$ cat src/rtl/cpu_step_ctrl_if.sv
// Board-side signal bundle for the CPU clock sequencer: button/switch/breakpoint
// inputs toward the controller, CPU clock and status back out.
interface cpu_step_ctrl_if;
  logic        button;
  logic        run_sw;
  logic [31:0] cur_pc;
  logic [31:0] bp_addr;
  logic        bp_valid;
  logic        cpu_clk;
  logic [15:0] step_count;
  logic        busy;
  logic        halted;

  modport master (
    output button, run_sw, cur_pc, bp_addr, bp_valid,
    input  cpu_clk, step_count, busy, halted
  );

  modport slave (
    input  button, run_sw, cur_pc, bp_addr, bp_valid,
    output cpu_clk, step_count, busy, halted
  );
endinterface

$ cat src/rtl/cpu_step_ctrl.sv
// CPU clock sequencer: debounced single-step pulses or divided free-run clock.
// Optional PC breakpoint halt is built when CPU_STEP_BREAKPOINT_EN is defined.
//
//   state    | meaning
//   ---------+-----------------------------------------------------
//   IDLE     | step mode, waiting for a press or run_sw
//   DEBOUNCE | button high, counting consecutive high samples
//   FIRE     | cpu_clk high for PULSE_W cycles
//   WAIT_REL | step issued, waiting for button release
//   RUN      | free-run, counting low time before next pulse
//   HALT     | run mode stopped at breakpoint, waiting for a press
module cpu_step_ctrl #(
  parameter int DEBOUNCE_CYCLES = 1_000_000,
  parameter int RUN_DIV         = 25_000_000,
  parameter int PULSE_W         = 4
) (
  input  logic           CLK,
  input  logic           Reset,
  cpu_step_ctrl_if.slave bus
);
  localparam int DB_W  = $clog2(DEBOUNCE_CYCLES + 1);
  localparam int DIV_W = $clog2(RUN_DIV + 1);
  localparam int PW_W  = $clog2(PULSE_W + 1);

  localparam logic [DB_W-1:0]  DB_LAST  = DB_W'(DEBOUNCE_CYCLES - 1);
  localparam logic [DIV_W-1:0] DIV_LAST = DIV_W'(RUN_DIV - 1);
  localparam logic [PW_W-1:0]  PW_LAST  = PW_W'(PULSE_W);

  typedef enum logic [2:0] {IDLE, DEBOUNCE, FIRE, WAIT_REL, RUN, HALT} state_t;

  state_t           state;
  logic [DB_W-1:0]  db_cnt;
  logic [DB_W-1:0]  hdb_cnt;
  logic [DIV_W-1:0] div_cnt;
  logic [PW_W-1:0]  pulse_cnt;
  logic             from_run;

`ifndef CPU_STEP_BREAKPOINT_EN
  logic unused_bp;
  assign unused_bp = ^{bus.cur_pc, bus.bp_addr, bus.bp_valid};
`endif

  always_ff @(posedge CLK) begin
    if (Reset) begin
      state          <= IDLE;
      db_cnt         <= '0;
      hdb_cnt        <= '0;
      div_cnt        <= '0;
      pulse_cnt      <= '0;
      from_run       <= 1'b0;
      bus.cpu_clk    <= 1'b0;
      bus.step_count <= '0;
      bus.busy       <= 1'b0;
      bus.halted     <= 1'b0;
    end else begin
      case (state)
        IDLE: begin
          if (bus.run_sw) begin
            state    <= RUN;
            div_cnt  <= '0;
            bus.busy <= 1'b1;
          end else if (bus.button) begin
            state    <= DEBOUNCE;
            db_cnt   <= DB_W'(1);
            bus.busy <= 1'b1;
          end
        end
        DEBOUNCE: begin
          if (!bus.button) begin
            state    <= IDLE;
            db_cnt   <= '0;
            bus.busy <= 1'b0;
          end else if (db_cnt == DB_LAST) begin
            state       <= FIRE;
            db_cnt      <= '0;
            pulse_cnt   <= PW_W'(1);
            from_run    <= 1'b0;
            bus.cpu_clk <= 1'b1;
          end else begin
            db_cnt <= db_cnt + DB_W'(1);
          end
        end
        FIRE: begin
          if (pulse_cnt == PW_LAST) begin
            bus.cpu_clk    <= 1'b0;
            pulse_cnt      <= '0;
            bus.step_count <= bus.step_count + 16'd1;
            if (from_run) begin
`ifdef CPU_STEP_BREAKPOINT_EN
              // cur_pc already reflects the pulse that just ended
              if (bus.bp_valid && (bus.cur_pc == bus.bp_addr)) begin
                state      <= HALT;
                hdb_cnt    <= '0;
                bus.halted <= 1'b1;
              end else
`endif
              begin
                state   <= RUN;
                div_cnt <= '0;
              end
            end else begin
              state <= WAIT_REL;
            end
          end else begin
            pulse_cnt <= pulse_cnt + PW_W'(1);
          end
        end
        WAIT_REL: begin
          if (!bus.button) begin
            state    <= IDLE;
            bus.busy <= 1'b0;
          end
        end
        RUN: begin
          if (!bus.run_sw) begin
            state    <= IDLE;
            div_cnt  <= '0;
            bus.busy <= 1'b0;
          end else if (div_cnt == DIV_LAST) begin
            state       <= FIRE;
            div_cnt     <= '0;
            pulse_cnt   <= PW_W'(1);
            from_run    <= 1'b1;
            bus.cpu_clk <= 1'b1;
          end else begin
            div_cnt <= div_cnt + DIV_W'(1);
          end
        end
        HALT: begin
          if (!bus.run_sw) begin
            state      <= IDLE;
            hdb_cnt    <= '0;
            bus.halted <= 1'b0;
            bus.busy   <= 1'b0;
          end else if (!bus.button) begin
            hdb_cnt <= '0;
          end else if (hdb_cnt == DB_LAST) begin
            // resume goes through WAIT_REL so a held button cannot re-trigger
            state      <= WAIT_REL;
            hdb_cnt    <= '0;
            bus.halted <= 1'b0;
          end else begin
            hdb_cnt <= hdb_cnt + DB_W'(1);
          end
        end
        default: begin
          state       <= IDLE;
          bus.cpu_clk <= 1'b0;
          bus.busy    <= 1'b0;
          bus.halted  <= 1'b0;
        end
      endcase
    end
  end
endmodule

$ cat src/flat_wrapper.sv
// flat-port wrapper written by rule: the top's interface ports become plain ports
module cpu_step_ctrl_flat 
#(
  parameter int DEBOUNCE_CYCLES = 1_000_000,
  parameter int RUN_DIV         = 25_000_000,
  parameter int PULSE_W         = 4
)
  (CLK, Reset, bus_button, bus_run_sw, bus_cur_pc, bus_bp_addr, bus_bp_valid, bus_cpu_clk, bus_step_count, bus_busy, bus_halted);
  cpu_step_ctrl_if bus_i ();
  input  logic CLK;
  input  logic Reset;
  input wire logic [$bits(bus_i.button)-1:0] bus_button;
  input wire logic [$bits(bus_i.run_sw)-1:0] bus_run_sw;
  input wire logic [$bits(bus_i.cur_pc)-1:0] bus_cur_pc;
  input wire logic [$bits(bus_i.bp_addr)-1:0] bus_bp_addr;
  input wire logic [$bits(bus_i.bp_valid)-1:0] bus_bp_valid;
  output wire logic [$bits(bus_i.cpu_clk)-1:0] bus_cpu_clk;
  output wire logic [$bits(bus_i.step_count)-1:0] bus_step_count;
  output wire logic [$bits(bus_i.busy)-1:0] bus_busy;
  output wire logic [$bits(bus_i.halted)-1:0] bus_halted;
  assign bus_i.button = bus_button;
  assign bus_i.run_sw = bus_run_sw;
  assign bus_i.cur_pc = bus_cur_pc;
  assign bus_i.bp_addr = bus_bp_addr;
  assign bus_i.bp_valid = bus_bp_valid;
  assign bus_cpu_clk = bus_i.cpu_clk;
  assign bus_step_count = bus_i.step_count;
  assign bus_busy = bus_i.busy;
  assign bus_halted = bus_i.halted;
  cpu_step_ctrl #(.DEBOUNCE_CYCLES(DEBOUNCE_CYCLES), .RUN_DIV(RUN_DIV), .PULSE_W(PULSE_W)) u_core (.CLK(CLK), .Reset(Reset), .bus(bus_i));
endmodule
$ cat config.mk
export PLATFORM = sky130hd
export DESIGN_NAME = cpu_step_ctrl_flat
export DESIGN_NICKNAME = d
export VERILOG_FILES = /design/src/rtl/cpu_step_ctrl_if.sv /design/src/rtl/cpu_step_ctrl.sv /design/src/flat_wrapper.sv
export SDC_FILE = /design/constraint.sdc
export NUM_CORES = 1
export LEC_CHECK = 0
export ABC_AREA = 1
export CORE_UTILIZATION = 25
export CTS_CLUSTER_SIZE = 24
export DETAILED_ROUTE_END_ITERATION = 10
export GPL_TIMING_DRIVEN = 0
export MAX_ROUTING_LAYER = met4
export SLEW_MARGIN = 20
export SYNTH_ARGS = -nofsm -noshare
export SYNTH_HDL_FRONTEND = slang
export SYNTH_SLANG_ARGS = --single-unit
$ cat constraint.sdc
create_clock -name CLK -period 1.5 [get_ports CLK]
set_input_delay 0.375 -clock CLK [delete_from_list [all_inputs] [get_ports CLK]]
set_output_delay 0.375 -clock CLK [all_outputs]
set_load 0.1 [all_outputs]
==> results.json <==
{
  "core_sq_mm": 0.0197,
  "wl_per_cell_um": 12.2,
  "hp-start": "bus_button",
  "r2r_start": "u_core.state[2]",
  "r2r_slack_ns": -0.14,
  "io_buffers": 19,
  "die-area_sq_mm": 0.0208,
  "post-route-min-period_ns": 1.64,
  "drt_iter0_markers": 248,
  "drc": 0,
  "worst-setup-path-type": "reg2reg",
  "grt-ovfl-total": 0,
  "grt_max_degree": 16,
  "rsz0062_at_grt": "true",
  "diodes": 0,
  "synth_top_area_share_pct": 35.6,
  "dp_hpwl_um": 8600,
  "synthArstFlopShare_pct": 0,
  "startpoint_type": "register",
  "timing.hold.ws_ns": 0.347,
  "syn_to_final_growth_pct": 43.7,
  "setup_viol": 61,
  "hp-class": "in2reg",
  "crit_end": "u_core.db_cnt[4]",
  "avgSynthCellArea_sq_um": 6.51,
  "clk_pin_slew_ns": 0.07,
  "antenna_left": 0,
  "syn-num-nets": 853,
  "syn_area_sq_mm": 0.00506,
  "clockBufferDepth": 2,
  "initial_utilization_pct": 25.8,
  "dr_total_vias": 5121,
  "cts_buffers": 9,
  "rows": 51,
  "cts_num_sinks": 90,
  "fillers": 2070,
  "die_h_um": 144,
  "max_freq_mhz": 611,
  "drv_slew": 0,
  "tightest_slew_ns": 0.586,
  "required_ns": 1.77,
  "place_ws_ns": -0.648,
  "ys_seq_area_share_pct": 35.6,
  "gp_congestion": 0.876,
  "max-cap-violations": 0,
  "worstSkewPairLatency_ns": 0.35,
  "crit_path_max_fanout": 7,
  "postLayoutCoreUtil_pct": 37.0,
  "finalPower_mw": 10.7,
  "skew_ns": 0.00706,
  "final_common_cell": "nand2_1",
  "cts_tree": "done",
  "clk_root_buffer_cell": "clkbuf_16",
  "layout_common_cells": "nand2_1, nor2_1, inv_1",
  "power-per-cell-area_mw_per_mm2": 1470,
  "io_pins": 88,
  "reg2reg_to": "u_core.db_cnt[4]",
  "r2r_cells": 10,
  "yosys_register_bits": 90,
  "cp_data_arrival_time_ns": 1.91,
  "grt_pass1_wl_um": 22000,
  "antenna_found_initial": 0,
  "max-slew-margin-rel_pct": 60.9,
  "finalHoldViolations": 0,
  "synth.distinct_cells": 40,
  "drive_gt1_share_pct": 37.2,
  "synth_flop_cell": "dfxtp_1",
  "crit_path_end_kind": "register",
  "period_share_pct": 109,
  "die_w_um": 144,
  "yosys-top-cells-area": "dfxtp_1, nand2_1, nor2_1",
  "drt_wl_total_um": 13900,
  "synth_area_leader_cell": "dfxtp_1",
  "drtPass1Iterations": 4,
  "nets": 940,
  "grt_pass1_vias": 4660,
  "vias_per_cell": 4.51,
  "violations": "negative setup slack",
  "synth-edff-count": 0,
  "irDropWorstVdd_mv": 0.817,
  "status": "complete, but fails checks",
  "htree_levels": 3,
  "synth_cells": 778,
  "crit_start": "u_core.state[2]",
  "layout_setup_ws_ns": -0.138,
  "p_leak_nw": 2.64,
  "ys_warn_count": 0,
  "grt_usage_pct": 13.6
}
how the worst min path moves through the flow:
stage / endpoint / depth (start not counted)
after floorplan: u_core.div_cnt[23] / 2
after global placement: u_core.bus.busy / 2
after detailed placement: u_core.bus.busy / 2
after CTS: u_core.db_cnt[0] / 3
after global routing: u_core.db_cnt[0] / 3
final: u_core.db_cnt[0] / 3
critical path, stage by stage (launching register included):
cell and delay [ns]:
dfxtp_4 0.37, nor2_4 0.21, nand2_4 0.11, inv_4 0.09
nand2_4 0.07, nand2_4 0.16, inv_8 0.07, nand2_8 0.08
nand2_8 0.10, buf_4 0.15, a211oi_2 0.13
area by class of cell:
class	instances	area [sq um]	area share, %
timing repair buffer	78	687	9.44
clock buffer	10	229	3.15
tap	265	332	4.56
inverter	95	380	5.23
multi-input combinational	577	3590	49.3
buffer	13	91.3	1.25
sequential	90	1900	26.1
timing repair inverter	1	8.76	0.120
clock inverter	6	65.1	0.894
power breakdown:
group | total (mW) | internal, mW | switching [mW]
Clock | 2.31 | 1.30 | 1.01
Sequential | 2.76 | 2.57 | 0.186
Combinational | 5.61 | 2.45 | 3.16
Total | 10.7 | 6.32 | 4.36
through the flow:
stage	area, sq um	instances	TNS, ns
2_1_floorplan	5170	778	-0.183
3_3_place_gp	5690	1062	-44.47
3_5_place_dp	5690	1062	-43.47
4_1_cts	6640	1117	-6.19
5_1_grt	7280	1135	-11.59
6_report	7280	1135	-5.12
registers in the layout, indices dropped and copies added (netlist names):
signal,cells
u_core.bus.cpu_clk,1
u_core.db_cnt,20
u_core.bus.step_count,16
u_core.hdb_cnt,20
u_core.from_run,1
u_core.pulse_cnt,3
u_core.div_cnt,25
u_core.bus.busy,1
u_core.state,3
logic make-up (layout without fill, tap and decap cells):
logic type | after synthesis | count (layout) | synth area share [%]
simple gates | 467 | 468 | 41.9
buf+inv | 112 | 203 | 9.29
compound gates | 88 | 88 | 9.29
fa+ha+maj | 6 | 6 | 1.48
flops | 90 | 90 | 35.6
xor+xnor | 14 | 14 | 2.42
other cells | 1 | 1 | 0.0741
cell usage after synthesis (3+ instances only):
| cell | count |
|---|---|
| clkbuf_1 | 9 |
| nand2_1 | 180 |
| o21ai_0 | 21 |
| inv_1 | 89 |
| nor2_2 | 3 |
| buf_6 | 4 |
| nand3_2 | 3 |
| nand2_2 | 8 |
| a21oi_1 | 51 |
| nand4_1 | 13 |
| nor3b_1 | 3 |
| dfxtp_1 | 90 |
| ha_1 | 6 |
| buf_4 | 4 |
| nand2_4 | 5 |
| nor2_4 | 3 |
| nor3_2 | 7 |
| inv_2 | 4 |
| o21a_1 | 3 |
| nor3_1 | 33 |
| nand3_1 | 56 |
| xnor2_1 | 6 |
| xor2_1 | 8 |
| nand3b_1 | 5 |
| and3_1 | 3 |
| o21ai_1 | 4 |
| nor2_1 | 139 |
what timing repair did:
item | in CTS | in global routing
pin swaps | 34 | 60
resized for setup | 217 | 145
cloned | 4 | 2
hold buffers | 0 | 0
buffers inserted | 36 | 19
endpoints found under the setup margin | 101 | 88
per-layer routing:
layer	global-route usage [%]	up-vias	part of all wire [%]	wire, um
met4	3.43	0	1.1	157
met1	17.5	2347	48	6640
met2	21.2	76	48	6630
met3	3.51	17	3.2	441
li1	-	2681	-	-
met5	-	-	0	0
(Power assumes the default switching activity.)
